==> config.mk <==
export PLATFORM = sky130hd
export DESIGN_NAME = fetch_stage_flat
export DESIGN_NICKNAME = d
export VERILOG_FILES = /design/src/rtl/fetch_stage_if.sv /design/src/rtl/fetch_stage.sv /design/src/flat_wrapper.sv
export SDC_FILE = /design/constraint.sdc
export NUM_CORES = 1
export LEC_CHECK = 0
export ABC_AREA = 1
export BUFFER_PORTS_ARGS = -buffer_cell sky130_fd_sc_hd__buf_2
export CORE_MARGIN = 2
export CORE_UTILIZATION = 50
export CTS_BUF_LIST = sky130_fd_sc_hd__clkbuf_8
export CTS_CLUSTER_DIAMETER = 30
export DETAILED_ROUTE_END_ITERATION = 6
export PLACE_DENSITY = 0.8
export SLEW_MARGIN = 25
export SYNTH_ARGS = -nofsm -noshare
export SYNTH_HDL_FRONTEND = slang
export SYNTH_SLANG_ARGS = --single-unit
==> constraint.sdc <==
create_clock -name clk -period 4.7 [get_ports clk]
set_clock_uncertainty 0.05 [all_clocks]
set_input_delay 0.47 -clock clk [delete_from_list [all_inputs] [get_ports clk]]
set_output_delay 0.47 -clock clk [all_outputs]
set_load 0.02 [all_outputs]
==> src/rtl/fetch_stage_if.sv <==
// Fetch-stage bundle: next-PC/hazard controls in, IF/ID pipeline register and I-mem address out.
// Purely wires; no latency of its own.
// No backpressure on the bundle itself; Stall is the only hold mechanism.
interface fetch_stage_if;
    logic [31:0] nPC;
    logic        Stall;
    logic        Flush;
    logic [31:0] IMAddr;
    logic [31:0] IMData;
    logic [31:0] PC;
    logic [31:0] PCID;
    logic [31:0] InstructionID;
    logic        ValidID;
    logic        AdELID;
    logic [15:0] StallCnt;

    // The fetch stage drives the pipeline register and memory address
    modport master (
        input  nPC, Stall, Flush, IMData,
        output IMAddr, PC, PCID, InstructionID, ValidID, AdELID, StallCnt
    );

    // Hazard unit, next-PC logic and instruction memory side
    modport slave (
        output nPC, Stall, Flush, IMData,
        input  IMAddr, PC, PCID, InstructionID, ValidID, AdELID, StallCnt
    );
endinterface

==> src/rtl/fetch_stage.sv <==
// Instruction fetch: PC register, fetch-address check and IF/ID pipeline register.
// Latency: instruction at PC appears on InstructionID one edge later; IMAddr is combinational on PC.
// Backpressure: Stall holds PC and IF/ID; Flush turns IF/ID into a bubble regardless of Stall.
module fetch_stage #(
    parameter logic [31:0] PC_RESET = 32'h0000_3000,
    parameter logic [31:0] IM_BASE  = 32'h0000_3000,
    parameter logic [31:0] IM_TOP   = 32'h0000_4FFC
) (
    input  logic clk,
    input  logic reset,
    fetch_stage_if.master bus
);

    typedef enum logic {
        BOOT = 1'b0,
        RUN  = 1'b1
    } state_t;

    state_t      state;
    logic [31:0] pc;
    logic [31:0] pcid;
    logic [31:0] instr_id;
    logic        valid_id;
    logic        adel_id;
    logic [15:0] stall_cnt;

    logic        fetch_err;
    logic [31:0] fetch_word;

    // Address check: misaligned or outside the instruction window fetches a nop
    always_comb begin
        fetch_err  = (pc[1:0] != 2'b00) || (pc < IM_BASE) || (pc > IM_TOP);
        fetch_word = fetch_err ? 32'h0000_0000 : bus.IMData;
    end

    // FSM, PC and IF/ID register; BOOT spends one edge loading a bubble before fetching
    always_ff @(posedge clk or posedge reset) begin
        if (reset) begin
            state     <= BOOT;
            pc        <= PC_RESET;
            pcid      <= PC_RESET;
            instr_id  <= 32'h0000_0000;
            valid_id  <= 1'b0;
            adel_id   <= 1'b0;
            stall_cnt <= 16'h0000;
        end else begin
            case (state)
                BOOT: begin
                    instr_id <= 32'h0000_0000;
                    valid_id <= 1'b0;
                    adel_id  <= 1'b0;
                    state    <= RUN;
                end
                RUN: begin
                    if (!bus.Stall) begin
                        pc <= bus.nPC;
                    end
                    if (bus.Stall && (stall_cnt != 16'hFFFF)) begin
                        stall_cnt <= stall_cnt + 16'd1;
                    end
                    if (bus.Flush) begin
                        // Bubble keeps PCID so a later exception still sees a sane PC
                        instr_id <= 32'h0000_0000;
                        valid_id <= 1'b0;
                        adel_id  <= 1'b0;
                    end else if (!bus.Stall) begin
                        pcid     <= pc + 32'd4;
                        instr_id <= fetch_word;
                        valid_id <= 1'b1;
                        adel_id  <= fetch_err;
                    end
                end
                default: state <= BOOT;
            endcase
        end
    end

    // Everything except IMAddr comes straight from a register
    assign bus.IMAddr        = pc;
    assign bus.PC            = pc;
    assign bus.PCID          = pcid;
    assign bus.InstructionID = instr_id;
    assign bus.ValidID       = valid_id;
    assign bus.AdELID        = adel_id;
    assign bus.StallCnt      = stall_cnt;

endmodule

==> src/flat_wrapper.sv <==
// flat-port wrapper written by rule: the top's interface ports become plain ports
module fetch_stage_flat 
#(
    parameter logic [31:0] PC_RESET = 32'h0000_3000,
    parameter logic [31:0] IM_BASE  = 32'h0000_3000,
    parameter logic [31:0] IM_TOP   = 32'h0000_4FFC
)
  (clk, reset, bus_nPC, bus_Stall, bus_Flush, bus_IMData, bus_IMAddr, bus_PC, bus_PCID, bus_InstructionID, bus_ValidID, bus_AdELID, bus_StallCnt);
  fetch_stage_if bus_i ();
  input  logic clk;
  input  logic reset;
  input wire logic [$bits(bus_i.nPC)-1:0] bus_nPC;
  input wire logic [$bits(bus_i.Stall)-1:0] bus_Stall;
  input wire logic [$bits(bus_i.Flush)-1:0] bus_Flush;
  input wire logic [$bits(bus_i.IMData)-1:0] bus_IMData;
  output wire logic [$bits(bus_i.IMAddr)-1:0] bus_IMAddr;
  output wire logic [$bits(bus_i.PC)-1:0] bus_PC;
  output wire logic [$bits(bus_i.PCID)-1:0] bus_PCID;
  output wire logic [$bits(bus_i.InstructionID)-1:0] bus_InstructionID;
  output wire logic [$bits(bus_i.ValidID)-1:0] bus_ValidID;
  output wire logic [$bits(bus_i.AdELID)-1:0] bus_AdELID;
  output wire logic [$bits(bus_i.StallCnt)-1:0] bus_StallCnt;
  assign bus_i.nPC = bus_nPC;
  assign bus_i.Stall = bus_Stall;
  assign bus_i.Flush = bus_Flush;
  assign bus_i.IMData = bus_IMData;
  assign bus_IMAddr = bus_i.IMAddr;
  assign bus_PC = bus_i.PC;
  assign bus_PCID = bus_i.PCID;
  assign bus_InstructionID = bus_i.InstructionID;
  assign bus_ValidID = bus_i.ValidID;
  assign bus_AdELID = bus_i.AdELID;
  assign bus_StallCnt = bus_i.StallCnt;
  fetch_stage #(.PC_RESET(PC_RESET), .IM_BASE(IM_BASE), .IM_TOP(IM_TOP)) u_core (.clk(clk), .reset(reset), .bus(bus_i));
endmodule
==> impl_metrics.py <==
metrics = {
    "run_status": {
        "status": "complete, no violations",
    },
    "critical_path": {
        "worst_ep_arrival_time_ps": 2700,
        "worstReg2RegEnd": "u_core.bus.InstructionID[30]",
        "reg2regPathDepth": 9,
        "crit_fanout": 52,
        "r2r-start": "u_core.state",
        "worst-endpoint-required_ps": 5000,
        "start_kind": "register",
        "ff2ff_setup_slack_ps": 2300,
        "endpoint_kind": "register",
        "worstSetupPathType": "register to register",
    },
    "floorplan": {
        "die_w_microns": 115.1,
        "io_pins": 214,
        "start_util_pct": 51.41,
        "core_area_sq_mm": 0.01201,
        "die_area_sq_mm": 0.01325,
        "die_y_microns": 115.1,
        "rows": 40,
    },
    "cells_and_area": {
        "design_area_sq_mm": 0.007443,
        "area_growth_pct": 20.55,
        "layout-drive-gt1-share_pct": 27.62,
        "fin_nets": 1068,
        "diodes": 0,
    },
    "placed_design": {
        "postPlaceCellArea_sq_mm": 0.007083,
        "io_buffers": 213,
        "hpwl_microns": 12110,
        "gp_congestion": 0.9639,
    },
    "run": {
        "maxCapViolCount": 0,
    },
    "logic_synthesis": {
        "synth_cell_types": 32,
        "yosys_warnings": 0,
        "yosys_register_bits": 115,
        "synth_area_per_cell_sq_um": 7.521,
        "seq_area_frac_synth_pct": 46.69,
        "synth.area.top_cells": "dfrtp_1, nand2_1, nor2_1",
        "syn-num-nets": 891,
        "synth_top_area_share_pct": 44.98,
        "syn_area_sq_mm": 0.006175,
        "yosysTopAreaCell": "dfrtp_1",
        "synthCells": 821,
    },
    "grt": {
        "grt_util_all_layers_pct": 26.18,
        "grt_pass1_wl_microns": 27080,
        "antenna_found_initial": 0,
        "grt_start_max_net_pins": 83,
        "grt_overflow": 0,
        "first_global_vias": 5510,
    },
    "cts": {
        "cts_made_buffers": 17,
        "clkTransAtPathRegs_ps": 70,
        "postCtsHoldBufs": 0,
        "clk_latency_ps": 420,
        "clock_sinks": 115,
        "clock-root-buffer": "clkbuf_8",
        "post_cts.repair.setup_buffers": 0,
        "htree_levels": 4,
        "clockBufferDepth": 2,
        "cts-resized-gates": 0,
        "cts_tree": "built",
    },
    "timing": {
        "min_period_over_period_pct": 51.08,
        "worst_slew_pin_slew_ps": 752.6,
        "setup_viol": 0,
        "final_max_slew_viol_count": 0,
        "finalHoldViolations": 0,
        "period_needed_ps": 2401,
        "tns_ps": 0,
        "fmax_ghz": 0.4166,
        "rsz0062_at_grt": "false",
        "slew_headroom_pct": 49.83,
    },
    "detailed_routing": {
        "drt-wirelength-per-cell_microns": 14.51,
        "drt-initial-drc-count": 456,
        "num_vias": 5927,
        "antenna_left": 0,
        "viasPerCell": 5.123,
        "drt_first_pass_iters": 6,
        "routed_wl_microns": 16790,
        "drc": 0,
    },
    "power": {
        "powerDensity_mw_per_mm2": 360.7,
        "cellLeakagePower_nw": 4.103,
        "ir_drop_mv": 0.3062,
    },
    "hold_path": {
        "hold_class": "input pin to asynchronous set/reset pin",
    },
}
-- power breakdown --
group	switching, W	total, W	internal (W)
Sequential	0.000126	0.00122	0.00110
Combinational	0.000431	0.000632	0.000202
Clock	0.000371	0.000828	0.000457
-- logic make-up (layout without fill, tap and decap cells) --
kind of cell    count (synthesis)  count (layout)  synth area share, %
compound gates                 36              36                3.201
xor+xnor                       23              23                3.263
flops                         115             115                46.69
buf+inv                        97             286                8.571
fa+ha+maj                       2               2               0.4052
other cells                     1               1              0.06073
simple gates                  547             547                37.81
-- area by class of cell --
| type | count | area [sq um] |
|---|---|---|
| clock inverter | 10 | 68.82 |
| multi-input combinational | 609 | 2770 |
| fill | 1088 | 4568 |
| inverter | 37 | 145.1 |
| sequential | 115 | 2883 |
| clock buffer | 21 | 289.0 |
| timing repair buffer | 218 | 1104 |
| tap | 147 | 183.9 |
-- state kept, by name, summed over array words and instances, names as in the netlist --
| register | flops |
|---|---|
| u_core.bus.InstructionID | 32 |
| u_core.state | 1 |
| u_core.bus.StallCnt | 16 |
| u_core.bus.ValidID | 1 |
| u_core.bus.PCID | 32 |
| u_core.bus.IMAddr | 32 |
| u_core.bus.AdELID | 1 |
-- worst max path at each step --
stage          slack [ps]          from                      endpoint  depth (start not counted)
2_1_floorplan        1140         reset             u_core.bus.AdELID                          1
3_3_place_gp         2140     bus_Stall  u_core.bus.InstructionID[21]                          9
5_1_grt              2000  u_core.state  u_core.bus.InstructionID[17]                          9
6_report             2300  u_core.state  u_core.bus.InstructionID[30]                          9
4_1_cts              2270  u_core.state  u_core.bus.InstructionID[10]                          9
3_5_place_dp         2060     bus_Stall  u_core.bus.InstructionID[26]                          9
-- Yosys cell counts (all sizes together) --
cell,instances
a21oi,1
a31oi,3
buf,50
clkbuf,10
clkinv,2
conb,1
dfrtp,111
dfstp,4
ha,2
inv,35
nand2,400
nand3,30
nand3b,32
nand4,3
nor2,80
nor3,2
o21ai,31
o21bai,1
xnor2,8
xor2,15
-- placed cells by master (no fill, tap or decap), drive strengths merged, types with 3 or more instances in the layout --
cell type and instances:
dfstp 4, nand3b 32, nand4 3, inv 40, xor2 15, xnor2 8, nand2 400, o21ai 31
buf 218, clkbuf 21, nor2 80, nand3 30, clkinv 6, a31oi 3, dfrtp 111
-- per-layer routing --
| layer | wire, microns | up-vias | track usage (%) |
|---|---|---|---|
| li1 | - | 2874 | - |
| met4 | 361 | 0 | 9.880 |
| met3 | 1049 | 31 | 5.746 |
| met1 | 7279 | 2778 | 33.03 |
| met5 | 0 | - | 0 |
| met2 | 8100 | 244 | 44.24 |
-- critical path, stage by stage, from the launching register on --
cell      delay (ps)
dfrtp_1          340
inv_1             60
nor2_4            70
buf_4            400
inv_2            240
nor2_4           310
buf_4            490
nand2_1           80
nand3b_1         170
nand2_1           80
-- metrics by stage --
| step | setup slack (ps) | total power [W] | utilization [%] | instances | hold slack [ps] |
|---|---|---|---|---|---|
| 2_1_floorplan | 1143 | 0.001670 | - | 821 | 481.6 |
| 3_3_place_gp | 2141 | 0.001860 | 58.97 | 1126 | 400.3 |
| 3_5_place_dp | 2064 | 0.001871 | 58.97 | 1126 | 404.6 |
| 4_1_cts | 2274 | 0.002705 | 61.95 | 1157 | 176.7 |
| 5_1_grt | 2003 | 0.002827 | 61.97 | 1157 | 172.3 |
| 6_report | 2299 | 0.002685 | 61.97 | 1157 | 146.3 |
No activity file was read; power rests on OpenSTA's default activity.
